## src/rtl/counter_pkg.sv

```systemverilog
// Shared encodings for the counters library: overflow modes, FSM states and
// direction constants.
package counter_pkg;

  typedef enum logic [1:0] {
    MODE_WRAP    = 2'b00,
    MODE_SAT     = 2'b01,
    MODE_ONESHOT = 2'b10,
    MODE_HOLD    = 2'b11
  } mode_e;

  typedef enum logic {
    ST_RUN  = 1'b0,
    ST_DONE = 1'b1
  } state_e;

  localparam logic DIR_UP   = 1'b1;
  localparam logic DIR_DOWN = 1'b0;

endpackage : counter_pkg

```

## src/rtl/counter_next_val.sv

```systemverilog
// Next-count datapath: one step of the counter for a given direction and
// overflow mode, plus terminal/wrap/one-shot event flags.
module counter_next_val
  import counter_pkg::*;
#(
  parameter int unsigned      N   = 8,
  parameter longint unsigned  MOD = 256
) (
  input  logic [N-1:0] count,
  input  logic         dir,
  input  mode_e        mode,
  output logic [N-1:0] next_count_c,
  output logic         at_term_c,
  output logic         wrap_c,
  output logic         enter_done_c
);

  // Highest count value; MOD=2^N truncates cleanly to all ones.
  localparam logic [N-1:0] MAX_N = N'(MOD - 64'd1);

  logic [N:0] count_w;
  assign count_w = {1'b0, count};

  always_comb begin
    next_count_c = count;
    wrap_c       = 1'b0;
    enter_done_c = 1'b0;
    at_term_c    = (dir == DIR_UP) ? (count == MAX_N) : (count == '0);

    if (mode != MODE_HOLD) begin
      if (!at_term_c) begin
        next_count_c = (dir == DIR_UP) ? N'(count_w + (N+1)'(1))
                                       : N'(count_w - (N+1)'(1));
      end else begin
        case (mode)
          MODE_WRAP: begin
            next_count_c = (dir == DIR_UP) ? '0 : MAX_N;
            wrap_c       = 1'b1;
          end
          MODE_ONESHOT: enter_done_c = 1'b1;
          default: ;
        endcase
      end
    end
  end

endmodule : counter_next_val

```

## src/rtl/counter_universal_mod.sv

```systemverilog
// Universal MOD-n up/down counter with wrap, saturate and one-shot overflow
// modes, terminal-count, wrap-pulse and done flags.
module counter_universal_mod
  import counter_pkg::*;
#(
  parameter int unsigned     N   = 8,
  parameter longint unsigned MOD = 256
) (
  input  logic         clk,
  input  logic         reset_ah_in,
  input  logic         en_in,
  input  logic         load_in,
  input  logic [N-1:0] d_in,
  input  logic         dir_in,
  input  logic [1:0]   mode_in,
  output logic [N-1:0] count_out,
  output logic         tc_out,
  output logic         wrap_out,
  output logic         done_out
);

  localparam logic [N:0]   MOD_W = (N+1)'(MOD);
  localparam logic [N-1:0] MAX_N = N'(MOD - 64'd1);

  if ((MOD < 64'd2) || (MOD > (64'd1 << N))) begin : g_mod_check
    $error("counter_universal_mod: MOD must lie in 2..2^N");
  end

  state_e       state_q, state_d;
  logic [N-1:0] count_d;
  logic         wrap_d, done_d;
  logic [N-1:0] step_count;
  logic         step_wrap, step_done;

  counter_next_val #(.N(N), .MOD(MOD)) u_next (
    .count        (count_out),
    .dir          (dir_in),
    .mode         (mode_e'(mode_in)),
    .next_count_c (step_count),
    .at_term_c    (tc_out),
    .wrap_c       (step_wrap),
    .enter_done_c (step_done)
  );

  // Load beats counting; DONE freezes the count until reset or load.
  always_comb begin
    state_d = state_q;
    count_d = count_out;
    wrap_d  = 1'b0;
    done_d  = (state_q == ST_DONE);

    if (load_in) begin
      count_d = ({1'b0, d_in} >= MOD_W) ? MAX_N : d_in;
      state_d = ST_RUN;
      done_d  = 1'b0;
    end else if (en_in && (state_q == ST_RUN)) begin
      count_d = step_count;
      wrap_d  = step_wrap;
      if (step_done) begin
        state_d = ST_DONE;
        done_d  = 1'b1;
      end
    end
  end

  always_ff @(posedge clk) begin
    if (reset_ah_in) begin
      state_q   <= ST_RUN;
      count_out <= '0;
      wrap_out  <= 1'b0;
      done_out  <= 1'b0;
    end else begin
      state_q   <= state_d;
      count_out <= count_d;
      wrap_out  <= wrap_d;
      done_out  <= done_d;
    end
  end

endmodule : counter_universal_mod

```

## config.mk

```make
export PLATFORM = sky130hd
export DESIGN_NAME = counter_universal_mod
export DESIGN_NICKNAME = d
export VERILOG_FILES = /design/src/rtl/counter_pkg.sv /design/src/rtl/counter_next_val.sv /design/src/rtl/counter_universal_mod.sv
export SDC_FILE = /design/constraint.sdc
export NUM_CORES = 1
export LEC_CHECK = 0
export ABC_AREA = 0
export BUFFER_PORTS_ARGS = -buffer_cell sky130_fd_sc_hd__buf_2
export CAP_MARGIN = 10
export CORE_ASPECT_RATIO = 0.8
export CORE_UTILIZATION = 53
export CTS_BUF_LIST = sky130_fd_sc_hd__clkbuf_8
export DETAILED_ROUTE_END_ITERATION = 16
export GPL_ROUTABILITY_DRIVEN = 0
export MAX_ROUTING_LAYER = met4
export PLACE_DENSITY_LB_ADDON = 0.08
export REMOVE_ABC_BUFFERS = 1
export SYNTH_ARGS = -nofsm -noshare
export SYNTH_HDL_FRONTEND = slang
export SYNTH_SLANG_ARGS = --single-unit
```

## constraint.sdc

```tcl
create_clock -name clk -period 2.36 [get_ports clk]
set_input_delay 0.236 -clock clk [delete_from_list [all_inputs] [get_ports clk]]
set_output_delay 0.236 -clock clk [all_outputs]
set_load 0.05 [all_outputs]
```

# Word level (Yosys, flattened, before mapping)
# Index checks and enable logic that the tools add are counted.
classes:
  addsub: 2
  n_eq_ne: 4
  muxes: 12
  bitwise_logic: 4
  reduce_logical: 9
op_table:
  columns: ["cell", "count"]
  rows:
  - ["2-to-1 mux 8 bit", 7]
  - ["adder 8 x 1 -> 8 bit (second input constant)", 1]
  - ["equality test 8 bit (second input constant)", 1]
  - ["zero test 8 bit", 1]
  - ["subtractor 8 x 1 -> 8 bit (second input constant)", 1]
  - ["2-to-1 mux 1 bit", 5]
  - ["OR reduction 5 bit", 1]
  - ["inverter 1 bit", 4]
  - ["nonzero test 2 bit", 2]
  - ["inequality test 3 x 2 -> 1 bit (second input constant)", 1]
  - ["AND reduction 3 bit", 1]
  - ["equality test 2 bit (second input constant)", 1]
  - ["zero test 2 bit", 1]
  - ["inequality test 2 bit (second input constant)", 1]
  - ["AND reduction 2 bit", 1]
  - ["OR reduction 2 bit", 1]
  - ["logical AND 1 bit", 1]
word_totals:
  register_bits: 10
  in_bits: 15
  output_inout_bits: 11

# Longest topological paths before layout
depth:
  word_depth: 6
  ltp_mapped: 7
  ltp_nobuf: 7

# Modules after synthesis
# A second synthesis with hierarchy kept.
hier_totals:
  cells_unflattened: 142
  area_unflattened_um2: 1121.1
modules_own_cells:
  columns: ["mod", "instances", "cells_each", "area_each_um2", "seq_area_each_um2"]
  rows:
  - ["counter_next_val", 1, 89, 620.6, 0.0]
  - ["counter_universal_mod", 1, 53, 500.5, 200.2]

# Worst setup path before layout
# OpenSTA, ideal clock, no wires.
synth_path:
  kind: "register -> register"
  startpoint: "register count_out[1]"
  endpoint: "register count_out[7]"
  setup_ns: 0.061
  arrival_ns: 2.066
  required_ns: 2.299
  path_slack_ns: 0.233
  path_stages_with_launch: 7
  path_buffers: 0
  period_less_slack_ns: 2.127
  cell_sequence: "dfxtp_1 > ha_1 > a211oi_1 > nor3_1 > o31ai_1 > nor3b_1 > o221a_1"
synth_via:
  elab_chain_len: 6
synth_lines:
  columns: ["item", "line_no", "source"]
  rows:
  - ["from (decl)", "counter_universal_mod.sv:16", "output logic [N-1:0] count_out,"]
  - ["from (signal assigned)", "counter_universal_mod.sv:74", "count_out <= count_d;"]
  - ["subtractor 8 x 1 -> 8 bit, or another cell as far along", "counter_next_val.sv:33", ": N'(count_w - (N+1)'(1));"]
  - ["2-to-1 mux 8 bit / 2-to-1 mux 1 bit (equally long branches)", "counter_next_val.sv:32, counter_next_val.sv:28", null]
  - ["2-to-1 mux 8 bit", "counter_next_val.sv:31", "if (!at_term_c) begin"]
  - ["2-to-1 mux 8 bit", "counter_next_val.sv:30", "if (mode != MODE_HOLD) begin"]
  - ["2-to-1 mux 8 bit", "counter_universal_mod.sv:56", "end else if (en_in && (state_q == ST_RUN)) begin"]
  - ["2-to-1 mux 8 bit", "counter_universal_mod.sv:52", "if (load_in) begin"]
# Several ways; a longest one is shown, not always the timed one. The select of a mux whose other input is x is not followed.
# A chain may end at the register's enable or synchronous reset.

# Worst setup path in the final report
# Ends and elaborated chain as after synthesis.

==> metrics.txt <==
status finished clean; total wirelength of the detailed-routed design 2.43 mm; Reg-to-Reg End count_out[7]$_SDFFE_PP0P_; commonest non-fill, non-tap cells in the layout 25 x sky130_fd_sc_hd__buf_2, 13 x sky130_fd_sc_hd__a21oi_1, 10 x sky130_fd_sc_hd__dfxtp_1; Die Y-Extent 38.5 microns; average cell area after synthesis 8.35 sq um; antenna cell count 0; total number of clock tree sinks 10; layout net count 156; final period demand of the worst path ~2.1 ns; count of antenna-violating nets left after detailed routing 0; unrepaired setup endpoints after global routing no; number of buffers on the longest clock path 2; post-synthesis sequential element count 10; switching part of the total power 37.3%; initial standard-cell utilization of the core around three fifths; library cell contributing the largest single delay on the critical path sky130_fd_sc_hd__dfxtp_1; sort of element at the start of the critical path flip-flop; Port Buffer Count 25; signal arrival time at the worst endpoint 2.32 ns; depth of the worst register-to-register path 6; Core Area roughly 0.0015 sq mm; worst clock skew on the final layout 0.00289 ns; root buffer cell sky130_fd_sc_hd__clkbuf_8; IO Count 26; highest achievable clock rate ~470 MHz; wire length of the first global-routing pass 4.01 mm; Max Cap Violations 0; class of the most critical setup path flip-flop to flip-flop; wire length on met2 1.14 mm; Slew Viols, Final 0; crit end category flip-flop; reg-to-reg setup timing slack about 0.22 ns; layout cell share with drive strength beyond 1 between 20% and 30%; Syn Std Cell Area between 800 and 900 sq um; Total Negative Setup Slacks 0 ns; number of library cell types mapped by synthesis 37; Die Area 0.00184 sq mm; transition at the pin with the smallest max-transition slack 0.558 ns; GRT Total Usage about 33%; yosys synthesis warning count 0; setup violation total in the final timing report 0; type of the most critical hold path input port to flip-flop; post-route met1 wirelength around 1.0 mm; FP Rows 12; Resized cells post-CTS 0; Total Power 677 uW; critical path, cell by cell ha_1 -> a211oi_1 -> nor3_1 -> o31ai_1 -> nor3b_1 -> o221a_1; Setup Fix Bufs, Post-CTS 0; overflow left after global routing 0; layout-stage area growth over the synthesis result 22.5%; startpoint of the lowest-slack register-to-register path count_out[1]$_SDFFE_PP0P_; vias after detailed routing 983; Clk network pwr share 32.4%; share of power burned in combinational logic 37.4%; 1st-iter DRT viols 40; worst vdd ir 0.476 mV; count of mapped cells out of synthesis 106; Leak about 0.54 nW; P_sw 253 uW; CP peak stage delay 0.44 ns; maximum fanout along the worst path 6; wire length per cell after detailed routing 15.8 microns; minimum setup slack after placement 0.181 ns; Max transition margin a little over three fifths; DRC viols 0; most common library cell in the layout ignoring fill and taps sky130_fd_sc_hd__buf_2; pin count of the biggest net entering global routing 13; total CTS buffers 3; 1st-pass router iterations 4; Worst Setup Slack, final 0.219 ns; share of the yosys chip area belonging to registers 22.6%; number of antenna violations at the first check in global routing 0; destination of the critical timing path count_out[7]$_SDFFE_PP0P_; share of synthesized registers carrying an async set or reset 0%; clock transition at the registers of the reported paths around 0.05 ns; data required time of the worst path 2.54 ns; internal portion of total power 424 uW; share of the clock period used by the worst path after layout between 90% and 100%; count of hold buffers inserted by post-cts repair 0; Met3 Routed Length 245 microns; dominant register cell in the synthesized netlist sky130_fd_sc_hd__dfxtp_1; Hold Fails Final Rpt 0; post-DP HPWL 1.85 mm; insertion delay of the later-clocked pin in the worst-skew pair roughly 0.24 ns; vias in the first global route roughly 920; CTS H-tree depth 1; uppermost metal layer occupied by signal nets met4; sequential share of power 30.2%; chip width 47.7 microns; CTS tree yes; PD cells around 620 mW/mm^2; via density per instance approximately 6.4; start point of the critical path count_out[1]$_SDFFE_PP0P_; number of enable flip-flop cells after synthesis 0
-- routing by layer --
metal | vias to the layer above | GRT usage, %
li1 | 465 | -
met1 | 452 | 41.4
met2 | 62 | 52.7
met3 | 4 | 7.55
met4 | 0 | 12.5
met5 | - | -
-- power by group through the flow --
stage          combinational, mW  sequential, mW  clock [mW]
2_1_floorplan              0.136           0.249           0
3_3_place_gp               0.241           0.206           0
3_5_place_dp               0.247           0.207           0
4_1_cts                    0.250           0.204       0.222
5_1_grt                    0.274           0.208       0.229
6_report                   0.253           0.205       0.219
-- stage by stage --
stage	area [sq um]	std cells	utilization, %	hold WS [ns]
CTS	1080	154	73.6	0.315
global placement	1030	150	69.9	0.531
detailed placement	1030	150	69.9	0.551
floorplan	877	104	-	0.313
global route	1080	154	73.6	0.346
finish	1080	154	73.6	0.327
-- flip-flops by register name, indices dropped and copies added (netlist names) --
signal,cells
count_out,8
state_q,1
wrap_out,1
-- critical path: cells and delay by family, from the launching register on --
kind / cells / cell delay (ns)
flops: 1 / 0.44
simple gates: 2 / 0.45
compound gates: 3 / 0.89
fa+ha+maj: 1 / 0.30
-- synthesized netlist by cell type (3+ instances only) --
cell                       number  area (sq um)
sky130_fd_sc_hd__nand2_1        4          15.0
sky130_fd_sc_hd__inv_1          9          33.8
sky130_fd_sc_hd__a21oi_1       13          65.1
sky130_fd_sc_hd__a21o_1         3          22.5
sky130_fd_sc_hd__o221a_1        6          67.6
sky130_fd_sc_hd__nor2_1         6          22.5
sky130_fd_sc_hd__nor3_1         7          35.0
sky130_fd_sc_hd__ha_1           6          75.1
sky130_fd_sc_hd__o21bai_1       3          22.5
sky130_fd_sc_hd__dfxtp_1       10           200
sky130_fd_sc_hd__nand3_1        4          20.0
sky130_fd_sc_hd__a211oi_1       4          30.0
-- layout make-up --
cell class / instances / area (sq um)
inverters: 9 / 33.8
well taps: 21 / 26.3
multi-input cells: 85 / 643
fillers: 114 / 388
repair buffers: 25 / 125
clock buffers: 4 / 55.1
flip-flops and latches: 10 / 200
-- cell families after synthesis --
family | count (synthesis) | share of synthesized area (%)
adder cells (fa/ha/maj) | 7 | 10.7
XOR/XNOR | 2 | 1.98
flip-flops | 10 | 22.6
multiplexers | 2 | 2.26
buffers and inverters | 11 | 4.67
AND/OR/NAND/NOR | 34 | 22.1
AO/OA/AOI/OAI | 40 | 35.6
-- worst min-delay path by stage --
stage / start / end / slack (ns) / cells after the start
floorplan: reset_ah_in / state_q$_SDFFE_PP0P_ / 0.31 / 1
global placement: state_q$_SDFFE_PP0P_ / state_q$_SDFFE_PP0P_ / 0.53 / 2
detailed placement: state_q$_SDFFE_PP0P_ / state_q$_SDFFE_PP0P_ / 0.55 / 2
CTS: reset_ah_in / state_q$_SDFFE_PP0P_ / 0.32 / 2
global route: reset_ah_in / state_q$_SDFFE_PP0P_ / 0.35 / 2
finish: reset_ah_in / state_q$_SDFFE_PP0P_ / 0.33 / 2
(Power assumes the default switching activity.)
